--- src/rtl/cache_arbiter.sv ---
// cache_arbiter
// Shares the single physical-memory port between the instruction cache and
// the data cache. Each request is captured into the memory command registers
// when it is granted, so memory sees a stable command for the whole transfer.
// Only the completion strobe is routed back to one cache. Both caches always
// see the read data.

module cache_arbiter #(
   parameter int LINE_WIDTH = 128,
   parameter int ADDR_WIDTH = 16
) (
   input  logic                  clk,
   input  logic                  reset_n,

   input  logic                  i_pmem_read,
   input  logic [ADDR_WIDTH-1:0] i_pmem_address,
   output logic                  i_pmem_resp,
   output logic [LINE_WIDTH-1:0] i_pmem_rdata,

   input  logic                  d_pmem_read,
   input  logic                  d_pmem_write,
   input  logic [ADDR_WIDTH-1:0] d_pmem_address,
   input  logic [LINE_WIDTH-1:0] d_pmem_wdata,
   output logic                  d_pmem_resp,
   output logic [LINE_WIDTH-1:0] d_pmem_rdata,

   output logic                  pmem_read,
   output logic                  pmem_write,
   output logic [ADDR_WIDTH-1:0] pmem_address,
   output logic [LINE_WIDTH-1:0] pmem_wdata,
   input  logic [LINE_WIDTH-1:0] pmem_rdata,
   input  logic                  pmem_resp
);

   typedef enum logic [1:0] {
      IDLE,
      SERVE_I,
      SERVE_D
   } state_t;

   localparam logic GRANT_I = 1'b0;
   localparam logic GRANT_D = 1'b1;

   state_t state;
   logic   last_grant;
   logic   i_valid;
   logic   d_valid;
   logic   pick_d;
   logic   pick_i;

   // The D port wins when it is the only requester. It also wins a tie if
   // the I port was the last one served.
   always_comb begin
      i_valid = i_pmem_read;
      d_valid = d_pmem_read | d_pmem_write;
      pick_d  = d_valid & (~i_valid | (last_grant == GRANT_I));
      pick_i  = i_valid & ~pick_d;
   end

   // The grant FSM captures the winning request into the memory command
   // registers. It holds them until memory completes, and then it always
   // passes through IDLE before it accepts another request.
   always_ff @(posedge clk or negedge reset_n) begin
      if (!reset_n) begin
         state        <= IDLE;
         last_grant   <= GRANT_I;
         pmem_read    <= 1'b0;
         pmem_write   <= 1'b0;
         pmem_address <= '0;
         pmem_wdata   <= '0;
      end else begin
         case (state)
            IDLE: begin
               if (pick_d) begin
                  state        <= SERVE_D;
                  last_grant   <= GRANT_D;
                  pmem_address <= {d_pmem_address[ADDR_WIDTH-1:4], 4'b0000};
                  pmem_wdata   <= d_pmem_wdata;
                  pmem_write   <= d_pmem_write;
                  pmem_read    <= d_pmem_read & ~d_pmem_write;
               end else if (pick_i) begin
                  state        <= SERVE_I;
                  last_grant   <= GRANT_I;
                  pmem_address <= {i_pmem_address[ADDR_WIDTH-1:4], 4'b0000};
                  pmem_write   <= 1'b0;
                  pmem_read    <= 1'b1;
               end
            end
            SERVE_I, SERVE_D: begin
               if (pmem_resp) begin
                  state      <= IDLE;
                  pmem_read  <= 1'b0;
                  pmem_write <= 1'b0;
               end
            end
            default: begin
               state      <= IDLE;
               pmem_read  <= 1'b0;
               pmem_write <= 1'b0;
            end
         endcase
      end
   end

   // The completion strobe goes only to the cache that is being served, in
   // the same cycle memory raises it. Both caches receive the read data.
   always_comb begin
      i_pmem_resp  = (state == SERVE_I) & pmem_resp;
      d_pmem_resp  = (state == SERVE_D) & pmem_resp;
      i_pmem_rdata = pmem_rdata;
      d_pmem_rdata = pmem_rdata;
   end

endmodule

--- config.mk ---
export PLATFORM = sky130hd
export DESIGN_NAME = cache_arbiter
export DESIGN_NICKNAME = d
export VERILOG_FILES = /design/src/rtl/cache_arbiter.sv
export SDC_FILE = /design/constraint.sdc
export NUM_CORES = 1
export LEC_CHECK = 0
export CORE_AREA = 4 4 271 273
export CTS_CLUSTER_SIZE = 10
export DETAILED_ROUTE_END_ITERATION = 10
export DIE_AREA = 0 0 275 277
export SYNTH_ARGS = -nofsm -noshare
export SYNTH_HDL_FRONTEND = slang
export SYNTH_SLANG_ARGS = --single-unit
--- constraint.sdc ---
create_clock -name clk -period 1.77 [get_ports clk]
set_clock_uncertainty 0.05 [all_clocks]
set_input_delay 0.354 -clock clk [delete_from_list [all_inputs] [get_ports clk]]
set_output_delay 0.354 -clock clk [all_outputs]
set_load 0.01 [all_outputs]
==> impl_metrics.csv <==
group,metric,value,unit
run_status,result_of_the_run,"finished, violations left",
run_status,failed_checks,"setup timing",
cts,later_pin_clock_latency_in_the_skew_report,0.46,ns
cells_and_area,finalNetCount,981,
cells_and_area,nFillCells,7969,
detailed_routing,drt-vias-per-instance,2.70,
sta,post-route-period-util,101,%
sta,setup_slack,-0.0214,ns
sta,report.final.setup_viol,1,
setup_path,crit_path_start,"state[1]",
pwr,p_seq_share,34.3,%
logic_synthesis,netlist_top_cells_area,"dfrtp_1, buf_4, mux2_1",
sta,hold-worst-slack,0.322,ns
placed_design,pre_cts_ws,-0.353,ns
setup_path,worst_setup_path_endpoint,"i_pmem_resp",
cells_and_area,layout_cells_sized_above_1,13.1,%
detailed_routing,violation_count_after_the_first_detailed_routing_iteration,63,
pwr,cellPowerDensity,1630,nW/um^2
pwr,p_leak,0.00431,uW
global_route,number_of_global_route_vias_before_repair,5199,
logic_synthesis,synth.cell_area,7540,sq um
global_route,antenna_found_initial,5,
detailed_routing,wl_per_cell,14.7,microns
setup_path,path_max_fanout,3,
floorplan,core_area,71100,sq um
detailed_routing,ant_nets,0,
setup_path,endpoint_kind,"primary output",
pwr,report.power.total,17200,uW
global_route,pin_count_of_the_biggest_net_entering_global_routing,41,
setup_path,r2r.worst_path.cells,5,
cells_and_area,most-common-layout-cells,"clkdlybuf4s50_1, dfrtp_1, dlygate4sd2_1",
placed_design,port-buffer-count,301,
setup_path,arrival,1.39,ns
floorplan,floorplan.initialDensity,10.6,%
detailed_routing,drt-pass1-iter-count,4,
placed_design,place.gp.congestion,0.765,
cts,ctsHtreeMaxLevel,4,
hold_path,hold_path.class,"primary input to asynchronous set/reset pin",
pwr,switching_component_of_the_power,6100,uW
floorplan,std_cell_rows,98,
pwr,p_clk_share,22.9,%
cells_and_area,final_common_cell,"clkdlybuf4s50_1",
sta,rsz0062_at_grt,"yes",
setup_path,rr_startpoint,"state[1]",
logic_synthesis,yosysUniqueCellTypes,22,
pwr,pwr-share-comb,42.8,%
global_route,grt_first_pass_wirelength,34200,microns
global_route,grt_usage,6.30,%
setup_path,worst-r2r-setup-slack,0.12,ns
setup_path,critical_path_class,"register to primary output",
setup_path,required,1.37,ns
sta,layout_min_cycle_time,1.79,ns
job,maxCapViolations,0,
logic_synthesis,synth_largest_area_cell,"dfrtp_1",
pwr,internal,11100,uW
cts,clock_sinks,145,
logic_synthesis,yosysTopAreaCellShare,48.1,%
cts,clk_path_buf_depth,2,
sta,report.final.slew_viol_count,0,
cts,cts-buffers-inserted,17,
cells_and_area,n_antenna_cell,0,
cts,worst_setup_hold_path_clk_slew,0.07,ns
logic_synthesis,yosys_warnings,0,
floorplan,die_w,275,microns
cells_and_area,area.growth.synth_to_final,39.4,%
pwr,ir_worst_vdd,0.000778,V
global_route,gr-total-overflow,0,
sta,hold_violations,0,
detailed_routing,detailroute.via_count,4448,
placed_design,dp_hpwl,18600,microns
floorplan,ios,698,
cts,postCtsSetupRepairBufs,0,
logic_synthesis,syn_avg_cell_area,12.4,sq um
placed_design,placed_area,9950,sq um
cts,clk_tree_root_cell,"clkbuf_16",
logic_synthesis,ys_ff_latch,145,
setup_path,worstSetupStartpointType,"register",
detailed_routing,finalWirelength,24200,microns
setup_path,r2r_end,"pmem_wdata[67]",
logic_synthesis,share_of_synthesized_area_occupied_by_flip_flops_and_latches,48.1,%
floorplan,floorplan_die_height,277,microns
cells_and_area,design_area,10500,sq um
logic_synthesis,syn_inst,610,
detailed_routing,detail_route.drc_violations,0,
cts,cts_tree,"done",
pwr,power_switching_share,35.5,%
floorplan,design.die.area,76200,sq um
sta,maxClockFrequency,558,MHz
## cells by family after synthesis
kind of cell             after synthesis  synth area share, %
flip-flops                           145                 48.1
buffers and inverters                280                 27.6
other                                  1               0.0497
multiplexers                         140                 20.7
adder cells (fa/ha/maj)                3                0.498
AND/OR/NAND/NOR                       21                 1.18
AO/OA/AOI/OAI                         20                 1.87
## state kept, by name (all words and copies together), names as in the netlist
signal        cells
last_grant        1
state             2
pmem_wdata      128
pmem_read         1
pmem_address     12
pmem_write        1
## per-stage QoR
step	std cells	utilization, %	setup TNS, ns
4_1_cts	1647	14.7	-0.169
3_5_place_dp	1613	14.0	-41.22
2_1_floorplan	613	-	0
6_report	1647	14.8	-0.0214
5_1_grt	1647	14.8	-0.168
3_3_place_gp	1613	14.0	-35.92
## cell type report
cell class / count / area [sq um] / share of cell area (%)
tap: 950 / 1190 / 11.3
clock inverter: 14 / 186 / 1.77
timing repair buffer: 329 / 3150 / 29.9
sequential: 145 / 3630 / 34.5
multi-input combinational: 188 / 1910 / 18.2
clock buffer: 18 / 439 / 4.18
inverter: 3 / 11.3 / 0.107
## worst max-delay path, stage by stage, from the launching register on
cell	delay [ns]
dfrtp_1	0.43
inv_2	0.09
ha_4	0.16
and2_4	0.13
buf_6	0.11
## routing by layer
layer | track usage [%] | vias up | wire [microns]
met3 | 4.02 | 144 | 3430
met2 | 8.99 | 345 | 10200
met5 | 0.706 | - | 103
li1 | - | 1904 | -
met4 | 6.00 | 6 | 2170
met1 | 6.04 | 2049 | 8280
## Yosys cell counts
library cell / n
buf_4: 272
nand2_1: 17
buf_2: 2
clkbuf_1: 2
and2_1: 2
mux2i_1: 12
mux2_1: 109
conb_1: 1
dfrtp_1: 145
a32o_1: 1
a2bb2oi_2: 1
nand2b_1: 1
nor2b_1: 1
mux2_2: 19
a22o_1: 3
o41ai_1: 1
o2bb2ai_1: 1
o21ai_0: 12
inv_1: 3
ha_1: 3
buf_6: 1
o31ai_2: 1
## power by group through the flow
| stage | clock network [uW] | registers, uW | logic, uW |
|---|---|---|---|
| 6_report | 3930 | 5900 | 7360 |
| 5_1_grt | 4280 | 6140 | 8020 |
| 4_1_cts | 4190 | 5920 | 7510 |
| 3_5_place_dp | 0 | 6020 | 8440 |
| 3_3_place_gp | 0 | 5950 | 8350 |
| 2_1_floorplan | 0 | 6700 | 3320 |
## how the worst min path moves through the flow
| stage | startpoint | to | depth (start not counted) |
|---|---|---|---|
| final | reset_n | pmem_wdata[32] | 2 |
| after global routing | reset_n | pmem_wdata[93] | 2 |
| after CTS | reset_n | pmem_wdata[93] | 2 |
| after detailed placement | reset_n | pmem_wdata[93] | 1 |
| after global placement | reset_n | pmem_wdata[93] | 1 |
| after floorplan | reset_n | last_grant | 0 |
## repair_timing
item	in CTS	in global routing
resized for setup	158	9
setup endpoints to repair	155	29
pin swaps	0	0
gates cloned	1	0
hold buffers	1	0
endpoints found under the hold margin	28	0
No activity file was read; power rests on OpenSTA's default activity.
